--- src/rtl/tom_move_ctrl.sv ---
// tom_move_ctrl
// Per-frame movement controller for the Tom sprite. It turns keyboard key
// levels into registered sprite coordinates: horizontal walking plus a
// jump/rise/fall state machine with gravity. All position, velocity and state
// updates happen in the frame_tick cycle, and the outputs hold between ticks.
//
// Ports:
//   clk         - system clock
//   rst         - synchronous reset, active-high
//   frame_tick  - one-cycle pulse per frame (start of vblank)
//   key_left    - left key held (level)
//   key_right   - right key held (level)
//   key_jump    - jump key held (level); only a rising edge starts a jump
//   tom_x       - sprite left x
//   tom_y       - sprite top y (y grows downward)
//   on_ground   - 1 while the vertical state is GROUND
//   facing_left - last horizontal direction moved
//
// Build option: define SCREEN_WRAP_EN to make horizontal movement wrap around
// the screen edges instead of clamping at them.

module tom_move_ctrl #(
  parameter int X_SPAWN  = 50,
  parameter int Y_SPAWN  = 50,
  parameter int GROUND_Y = 400,
  parameter int X_MAX    = 640,
  parameter int TOM_W    = 32,
  parameter int STEP_X   = 2,
  parameter int JUMP_V   = 12,
  parameter int GRAVITY  = 1,
  parameter int V_MAX    = 8
) (
  input  logic       clk,
  input  logic       rst,
  input  logic       frame_tick,
  input  logic       key_left,
  input  logic       key_right,
  input  logic       key_jump,
  output logic [9:0] tom_x,
  output logic [9:0] tom_y,
  output logic       on_ground,
  output logic       facing_left
);

  localparam logic [1:0] ST_GROUND = 2'd0;
  localparam logic [1:0] ST_RISE   = 2'd1;
  localparam logic [1:0] ST_FALL   = 2'd2;

  // Arithmetic is carried out in 11 bits so sums never wrap around 10 bits.
  localparam logic [10:0] L_STEP   = 11'(STEP_X);
  localparam logic [10:0] L_XLIM   = 11'(X_MAX - TOM_W);
  localparam logic [10:0] L_GROUND = 11'(GROUND_Y);
  localparam logic [10:0] L_JUMPY  = 11'(GROUND_Y - JUMP_V);
  localparam logic [4:0]  L_GRAV   = 5'(GRAVITY);
  localparam logic [4:0]  L_VMAX   = 5'(V_MAX);
  localparam logic [4:0]  L_VJUMP  = 5'(JUMP_V - GRAVITY);

  logic [9:0]  r_x;
  logic [9:0]  r_y;
  logic [4:0]  r_vel;
  logic [1:0]  r_state;
  logic        r_on_ground;
  logic        r_facing_left;
  logic        r_jump_pend;
  logic        r_key_jump_d;

  logic        w_jump_edge;
  logic        w_jump_now;
  logic        w_mv_left;
  logic        w_mv_right;
  logic [10:0] w_x11;
  logic [10:0] w_y11;
  logic [10:0] w_rise_y;
  logic [5:0]  w_fall_sum;
  logic [4:0]  w_fall_v;
  logic [10:0] w_fall_y;
  logic [9:0]  w_x_n;
  logic [9:0]  w_y_n;
  logic [4:0]  w_vel_n;
  logic [1:0]  w_state_n;
  logic        w_face_n;

  // An edge arriving in the same cycle as the tick still counts for that tick.
  assign w_jump_edge = key_jump & ~r_key_jump_d;
  assign w_jump_now  = r_jump_pend | w_jump_edge;

  assign w_mv_left  = key_left & ~key_right;
  assign w_mv_right = key_right & ~key_left;

  assign w_x11 = {1'b0, r_x};
  assign w_y11 = {1'b0, r_y};

  // Candidate results for the RISE and FALL steps.
  assign w_rise_y   = (w_y11 > {6'b0, r_vel}) ? (w_y11 - {6'b0, r_vel}) : 11'd0;
  assign w_fall_sum = {1'b0, r_vel} + {1'b0, L_GRAV};
  assign w_fall_v   = (w_fall_sum > {1'b0, L_VMAX}) ? L_VMAX : w_fall_sum[4:0];
  assign w_fall_y   = w_y11 + {6'b0, w_fall_v};

  // Next-state logic; everything holds unless this is a frame_tick cycle.
  always_comb begin
    w_x_n     = r_x;
    w_y_n     = r_y;
    w_vel_n   = r_vel;
    w_state_n = r_state;
    w_face_n  = r_facing_left;
    if (frame_tick) begin
      if (w_mv_left) begin
        w_face_n = 1'b1;
        if (w_x11 < L_STEP) begin
`ifdef SCREEN_WRAP_EN
          w_x_n = L_XLIM[9:0];
`else
          w_x_n = 10'd0;
`endif
        end else begin
          w_x_n = r_x - L_STEP[9:0];
        end
      end else if (w_mv_right) begin
        w_face_n = 1'b0;
        if ((w_x11 + L_STEP) > L_XLIM) begin
`ifdef SCREEN_WRAP_EN
          w_x_n = 10'd0;
`else
          w_x_n = L_XLIM[9:0];
`endif
        end else begin
          w_x_n = r_x + L_STEP[9:0];
        end
      end

      case (r_state)
        ST_GROUND: begin
          if (w_jump_now) begin
            w_y_n     = L_JUMPY[9:0];
            w_vel_n   = L_VJUMP;
            w_state_n = ST_RISE;
          end
        end
        ST_RISE: begin
          w_y_n = w_rise_y[9:0];
          if ((r_vel <= L_GRAV) || (w_rise_y == 11'd0)) begin
            w_vel_n   = 5'd0;
            w_state_n = ST_FALL;
          end else begin
            w_vel_n = r_vel - L_GRAV;
          end
        end
        default: begin
          if (w_fall_y >= L_GROUND) begin
            w_y_n     = L_GROUND[9:0];
            w_vel_n   = 5'd0;
            w_state_n = ST_GROUND;
          end else begin
            w_y_n   = w_fall_y[9:0];
            w_vel_n = w_fall_v;
          end
        end
      endcase
    end
  end

  // State registers; a pending jump is cleared by every tick, used or not.
  always_ff @(posedge clk) begin
    if (rst) begin
      r_x           <= 10'(X_SPAWN);
      r_y           <= 10'(Y_SPAWN);
      r_vel         <= 5'd0;
      r_state       <= ST_FALL;
      r_on_ground   <= 1'b0;
      r_facing_left <= 1'b0;
      r_jump_pend   <= 1'b0;
      r_key_jump_d  <= 1'b0;
    end else begin
      r_key_jump_d  <= key_jump;
      r_x           <= w_x_n;
      r_y           <= w_y_n;
      r_vel         <= w_vel_n;
      r_state       <= w_state_n;
      r_on_ground   <= (w_state_n == ST_GROUND);
      r_facing_left <= w_face_n;
      if (frame_tick) begin
        r_jump_pend <= 1'b0;
      end else if (w_jump_edge) begin
        r_jump_pend <= 1'b1;
      end
    end
  end

  assign tom_x       = r_x;
  assign tom_y       = r_y;
  assign on_ground   = r_on_ground;
  assign facing_left = r_facing_left;

endmodule
--- config.mk ---
export PLATFORM = sky130hd
export DESIGN_NAME = tom_move_ctrl
export DESIGN_NICKNAME = d
export VERILOG_FILES = /design/src/rtl/tom_move_ctrl.sv
export SDC_FILE = /design/constraint.sdc
export NUM_CORES = 1
export LEC_CHECK = 0
export CAP_MARGIN = 15
export CORE_MARGIN = 8
export CORE_UTILIZATION = 59
export DETAILED_ROUTE_END_ITERATION = 16
export HOLD_SLACK_MARGIN = 0.12
export PLACE_DENSITY = 0.82
export SYNTH_ARGS = -nofsm -noshare
export SYNTH_HDL_FRONTEND = slang
export SYNTH_SLANG_ARGS = --single-unit
export TNS_END_PERCENT = 1
--- constraint.sdc ---
create_clock -name clk -period 11 [get_ports clk]
set_clock_uncertainty 0.05 [all_clocks]
set_input_delay 2.2 -clock clk [delete_from_list [all_inputs] [get_ports clk]]
set_output_delay 2.2 -clock clk [all_outputs]
set_load 0.02 [all_outputs]
==> qor.yml, run 1 <==
drtAntennaViolNets: 0
grt_usage_pct: 22.2
die_w_um: 85.7
max-cap-violations: 0
ys.flop_type: "dfxtp_1"
num_antenna_cells: 0
crit_buf_inv: 0
p_clk_share_pct: 22.7
outcome: "complete, no violations"
vias: 2965
path_max_fanout: 9
ys_ff_latch: 30
hold_ws_ps: 415
post_cts_buffers: 0
grt_pass1_wl_mm: 13.4
reg2reg_from: "r_vel[0]$_SDFFE_PP0P_"
synthToLayoutAreaGrowth_pct: 9.26
max-vdd-ir-drop_mv: 0.0988
hold_viol: 0
switching_share_pct: 42.5
post-place-cells: 430
fillers: 438
seqCellArea_um2: 601
hold_path.class: "reg2reg"
cts_tree: "yes"
port_buffers: 26
drtIter0Drc: 225
rsz0062_at_grt: "no"
fin_crit_sh_pct: 38.7
top_layer_used: "met4"
power_frac_comb_pct: 45.0
wl_met3_um: 526
routedWlPerCell_um: 18.2
start_kind: "flip-flop"
hpwl_mm: 5.88
synth_area_um2: 2870
drive_above_1_share_pct: 7.29
fin_ws_ps: 6750
r2r-end: "tom_y[6]$_SDFFE_PP0P_"
synth_edf_count: 0
die_h_um: 85.7
power.switching_mw: 0.183
endpoint: "tom_y[6]$_SDFFE_PP0P_"
crit_arrival_ps: 4420
setup_tns_ps: 0
path_cells: "ha_1 -> nand2b_1 -> a21oi_1 -> o21ai_0 -> o31ai_1 -> and2_1 -> ha_1 -> fa_1 -> a32o_2 -> o31a_1 -> xor2_1 -> and4_4 -> nor3_1 -> nand2_1 -> a221oi_2"
power_density_nw_per_um2: 138
antenna_found_initial: 0
ys_async_sr_fraction_pct: 0
cpMostUsedCell: "ha_1"
startpoint: "r_vel[0]$_SDFFE_PP0P_"
cts_hold_buffers: 0
syn-instance-count: 374
cpMaxStageDelayCell: "dfxtp_1"
syn_avg_cell_area_um2: 7.66
clockBufferDepth: 2
endpoint_kind: "flip-flop"
viasPerCell: 6.77
clock_sinks: 30
initial_core_util_pct: 61.1
ff2ff_setup_slack_ps: 6750
firstDrtPassIters: 5
critical-path-max-stage-delay_ps: 530
final_common_cell: "nor2_1"
drc: 0
yosysSeqAreaShare_pct: 21.0
grt_max_degree: 25
gp_congestion: 0.949
drv_slew: 0
htree_levels: 2
yosys_warnings: 0
wl_met2_mm: 3.84
num_io_pins: 28
cp_top_family: "simple AND/OR/NAND/NOR gates"
power_frac_seq_pct: 32.3
cts-root-buf: "clkbuf_8"
worst_slew_pin_slew_ps: 715
cts.repair.resized: 0
slew_headroom_pct: 51.8
grt_pass1_vias: 2702
multi_input_area_um2: 2020
numCtsBuffers: 5
clkTransAtPathRegs_ps: 80
fmax_ghz: 0.235
worstPathRequired_ps: 11160
setup_violations: 0
wirelength_mm: 7.96
layout.nets: 409
die_area_um2: 7340
rows: 25
overflow: 0
fin_cells: 438
clk-insertion-delay-late_ps: 290
p_leak_nw: 1.16
mostFrequentLayoutCells: "nor2_1 (34), dfxtp_1 (30), nand2_1 (27), a21oi_1 (26), clkdlybuf4s50_1 (26)"
layout_min_cycle_time_ps: 4250
cp.depth: 15
critical_path_class: "reg2reg"
dp_slack_ps: 6740
synth.distinct_cells: 76
wl_met1_mm: 3.32
rr_worst_depth: 15
utilization_pct: 66.7
core-area_um2: 4690
p_int_mw: 0.248
==> layer usage <==
| layer | vias to the layer above | GRT usage, % |
|---|---|---|
| met5 | - | 0 |
| met4 | 0 | 10.0 |
| met3 | 25 | 3.82 |
| met2 | 136 | 37.7 |
| met1 | 1378 | 26.5 |
| li1 | 1426 | - |
==> logic make-up after synthesis <==
logic type	count (synthesis)	share of synthesized area, %
AO/OA/AOI/OAI	131	32.3
XOR/XNOR	12	3.67
adder cells (fa/ha/maj)	20	9.26
buffers and inverters	47	8.65
flip-flops	30	21.0
multiplexers	1	0.349
other	1	0.131
AND/OR/NAND/NOR	132	24.7
==> per-stage QoR <==
step / cell area, um2 / power, mW
finish: 3130 / 0.431
global route: 3130 / 0.460
CTS: 3130 / 0.428
detailed placement: 3040 / 0.330
global placement: 3040 / 0.326
floorplan: 2870 / 0.283
==> area by class of cell <==
type	instances	area share (%)
Multi-Input combinational cell	298	64.5
Tap cell	54	2.16
Clock inverter	2	0.400
Timing Repair Buffer	27	8.55
Clock buffer	6	2.64
Sequential cell	30	19.2
Inverter	21	2.52
==> worst min path at each step <==
stage / startpoint / to / slack [ps] / depth (start not counted)
detailed placement: facing_left$_SDFFE_PP0P_ / facing_left$_SDFFE_PP0P_ / 410 / 2
CTS: facing_left$_SDFFE_PP0P_ / facing_left$_SDFFE_PP0P_ / 420 / 2
floorplan: r_jump_pend$_SDFFE_PP0P_ / r_jump_pend$_SDFFE_PP0P_ / 430 / 2
global route: facing_left$_SDFFE_PP0P_ / facing_left$_SDFFE_PP0P_ / 430 / 2
finish: facing_left$_SDFFE_PP0P_ / facing_left$_SDFFE_PP0P_ / 410 / 2
global placement: facing_left$_SDFFE_PP0P_ / facing_left$_SDFFE_PP0P_ / 410 / 2
==> synthesized netlist by cell type, drive strengths merged, types with 3 or more instances <==
library cell  number  area, um2
buf               10       88.8
a31oi              6       37.5
nor4               3       31.3
clkbuf            16       80.1
nor2              36        150
a21o               3       22.5
o22ai              3       18.8
o211ai             5       37.5
a32o               3       31.3
o211a              3       30.0
a221oi             7       67.6
inv               20       75.1
o31a               4       35.0
dfxtp             30        601
and2               3       18.8
o21ai             30        150
nand2             27        101
a311oi             3       26.3
nand4              5       31.3
nand2b             5       31.3
o21a               4       30.0
o31ai              3       36.3
a211o              4       35.0
nand3             12       60.1
a211oi             6       45.0
xor2               6       52.6
a21oi             27        139
ha                18        225
nor3              14       70.1
xnor2              6       52.6
and3               4       25.0
or2                6       37.5
==> registers in the layout, indices dropped and copies added, names as in the netlist <==
signal / cells
facing_left: 1
on_ground: 1
r_jump_pend: 1
r_key_jump_d: 1
r_state: 2
r_vel: 5
tom_x: 9
tom_y: 10
==> power by group through the flow <==
stage	combinational, mW	clock [mW]	sequential [mW]
global placement	0.185	0	0.141
finish	0.194	0.0979	0.139
detailed placement	0.189	0	0.141
floorplan	0.145	0	0.138
global route	0.215	0.104	0.141
CTS	0.191	0.0981	0.138
==> worst reg2reg max path, delay by kind of cell, from the launching register on <==
family | cells | cell delay (ps)
and+or+nand+nor | 5 | 1210
DFF | 1 | 530
adders and majority gates | 3 | 1020
xor gates and xnor gates | 1 | 170
AOI/OAI and AO/OA | 6 | 1210
Power figures use the tool's default switching activity.
==> inputs of run 2 (changes only) <==
--- a/config.mk
+++ b/config.mk
@@ -7,10 +7,10 @@
 export LEC_CHECK = 0
 export CAP_MARGIN = 15
 export CORE_MARGIN = 8
-export CORE_UTILIZATION = 59
+export CORE_UTILIZATION = 58
 export DETAILED_ROUTE_END_ITERATION = 16
 export HOLD_SLACK_MARGIN = 0.12
-export PLACE_DENSITY = 0.82
+export PLACE_DENSITY = 0.81
 export SYNTH_ARGS = -nofsm -noshare
 export SYNTH_HDL_FRONTEND = slang
 export SYNTH_SLANG_ARGS = --single-unit
==> constraint.sdc (replaced) <==
create_clock -name clk -period 4.22 [get_ports clk]
set_clock_uncertainty 0.05 [all_clocks]
set_input_delay 0.844 -clock clk [delete_from_list [all_inputs] [get_ports clk]]
set_output_delay 0.844 -clock clk [all_outputs]
set_load 0.02 [all_outputs]
==> run 2 against run 1 <==
Compared with the run above:
- worst setup slack got worse by 6400 ps
- critical path depth fell by 1
- design area rose by 1.2%
- sequential power rose to 2.6 times the previous value
- clock-buffer cell count did not move
- global-route usage fell by 0.82 points
- via count rose by 1.6%
- fmax rose by 9.8%
- register-to-register slack got worse by 6400 ps
- hold slack got worse by 4.2 ps
- clock power rose to 2.6 times the previous value
- critical path type unchanged
- largest cell class unchanged
==> qor.yml, run 2 (synthesized netlist as in run 1, its figures left out) <==
worstPathRequired_ps: 4370  # -6790 ps
gp_congestion: 0.939  # -1.0%
fin_crit_sh_pct: 91.8  # +53 points
largest_reg_flops: 10  # unchanged
start_kind: "flip-flop"
drc: 0  # unchanged
routedWlPerCell_um: 17.2  # -5.2%
antenna_found_initial: 0  # unchanged
drive_above_1_share_pct: 8.55  # +1.3 points
grt_pass1_wl_mm: 13.1  # -2.4%
cts-root-buf: "clkbuf_8"
clock_sinks: 30  # unchanged
grt.busiest_layer: "met2"
slew_headroom_pct: 48.8  # -3.1 points
grt_pass1_vias: 2733  # +1.1%
ff2ff_setup_slack_ps: 350  # -6400 ps
rsz0062_at_grt: "no"
rows: 25  # unchanged
drv_slew: 0  # unchanged
cts_tree: "yes"
cts_hold_buffers: 0  # unchanged
cpMaxStageDelayCell: "or4_4"
port_buffers: 26  # unchanged
grt_usage_pct: 21.3  # -0.82 points
power_density_nw_per_um2: 356  # +160%
fin_cells: 453  # +3.4%
hpwl_mm: 5.78  # -1.8%
viasPerCell: 6.65  # -1.8%
startpoint: "r_vel[0]$_SDFFE_PP0P_"
path_max_fanout: 9  # unchanged
mostFrequentLayoutCells: "nor2_1 (34), dfxtp_1 (28), nand2_1 (27), a21oi_1 (26), clkdlybuf4s50_1 (26)"
use_met3_pct: 4.91  # +1.1 points
max-vdd-ir-drop_mv: 0.252  # +160%
num_antenna_cells: 0  # unchanged
clk-insertion-delay-late_ps: 290  # about the same
layout_min_cycle_time_ps: 3870  # -381 ps
met2_usage_pct: 35.6  # -2.0 points
vias: 3011  # +1.6%
hold_viol: 0  # unchanged
drtIter0Drc: 255  # +13%
critical-path-max-stage-delay_ps: 510  # -20 ps
htree_levels: 2  # unchanged
initial_core_util_pct: 60.3  # -0.80 points
worst_slew_pin_slew_ps: 763  # +48.3 ps
hold_path.class: "reg2reg"
use_met1_pct: 25.5  # -0.95 points
overflow: 0  # unchanged
clockBufferDepth: 2  # unchanged
core-area_um2: 4750  # +1.3%
p_leak_nw: 1.17  # +0.66%
rr_worst_depth: 14  # -1
die_area_um2: 7450  # +1.4%
reg2reg_from: "r_vel[0]$_SDFFE_PP0P_"
die_w_um: 86.3  # +0.70%
wirelength_mm: 7.81  # -1.9%
path_cells: "ha_2 -> nand2b_1 -> a21oi_1 -> o21ai_0 -> o31ai_1 -> and2_1 -> ha_1 -> fa_1 -> a32o_2 -> o31a_1 -> xor2_1 -> and4_4 -> or4_4 -> a221oi_2"
clkTransAtPathRegs_ps: 70  # about the same
critical_path_class: "reg2reg"
fmax_ghz: 0.258  # +9.8%
final_common_cell: "nor2_1"
setup_violations: 0  # unchanged
endpoint_kind: "flip-flop"
hold_depth: 2  # unchanged
r2r-end: "tom_y[6]$_SDFFE_PP0P_"
crit_arrival_ps: 4030  # -390 ps
max-cap-violations: 0  # unchanged
synthToLayoutAreaGrowth_pct: 10.5
outcome: "complete, no violations"
firstDrtPassIters: 4  # -1
endpoint: "tom_y[6]$_SDFFE_PP0P_"
die_h_um: 86.3  # +0.70%
setup_tns_ps: 0  # unchanged
num_io_pins: 28  # unchanged
post-place-cells: 444  # +3.3%
drtAntennaViolNets: 0  # unchanged
grt_max_degree: 25  # unchanged
numCtsBuffers: 5  # unchanged
layout.nets: 411  # +0.49%
==> run 2: cell types whose count changed in the layout (fill, tap and decap cells not counted), sizes merged <==
| cell | before | now |
|---|---|---|
| buf | 1 | 3 |
==> run 2: where the power goes <==
group          leakage [nW]  internal, mW  switching [mW]
registers             0.246         0.308          0.0527
clock network        0.0472         0.131           0.121
logic                 0.876         0.209           0.306
total                  1.17         0.648           0.479
==> run 2: worst min-delay path by stage <==
stage | to | slack [ps] | from
floorplan | r_jump_pend$_SDFFE_PP0P_ | 430 | r_jump_pend$_SDFFE_PP0P_
global placement | facing_left$_SDFFE_PP0P_ | 400 | facing_left$_SDFFE_PP0P_
detailed placement | facing_left$_SDFFE_PP0P_ | 400 | facing_left$_SDFFE_PP0P_
CTS | facing_left$_SDFFE_PP0P_ | 410 | facing_left$_SDFFE_PP0P_
global route | facing_left$_SDFFE_PP0P_ | 440 | facing_left$_SDFFE_PP0P_
finish | facing_left$_SDFFE_PP0P_ | 410 | facing_left$_SDFFE_PP0P_
==> run 2: metrics by stage <==
stage | util (%) | hold WS, ps | power, mW | worst slack, ps | instance area [um2]
after global routing | 66.6 | 440 | 1.19 | 35.9 | 3170
after detailed placement | 64.3 | 402 | 0.861 | 287 | 3060
after CTS | 66.3 | 413 | 1.12 | 250 | 3150
after global placement | 64.3 | 398 | 0.850 | 379 | 3060
final | 66.6 | 411 | 1.13 | 346 | 3170
after floorplan | - | 434 | 0.739 | 535 | 2870
==> run 2: final cells by class <==
cell class | count | area, um2
Clock inverter | 2 | 12.5
Fill cell | 416 | 1590
Sequential cell | 30 | 603
Multi-Input combinational cell | 298 | 2020
Inverter | 21 | 78.8
Clock buffer | 6 | 82.6
Tap cell | 67 | 83.8
Timing Repair Buffer | 29 | 283
==> run 2: critical path, delay by kind of cell (launching register included) <==
| family | cells | cell delay, ps |
|---|---|---|
| simple gates | 4 | 1060 |
| flops | 1 | 410 |
| fa+ha+maj | 3 | 900 |
| compound gates | 6 | 1200 |
| xor+xnor | 1 | 160 |
==> run 2: routing by layer <==
metal | up-vias | share of wire, %
met1 | 1432 | 43
li1 | 1428 | -
met2 | 137 | 48
met5 | - | 0
met4 | 0 | 1.5
met3 | 14 | 7.5
==> run 2: timing repair <==
| item | in CTS | in global routing |
|---|---|---|
| setup endpoints to repair | 0 | 4 |
| resized for setup | 0 | 3 |
| setup buffers | 0 | 1 |
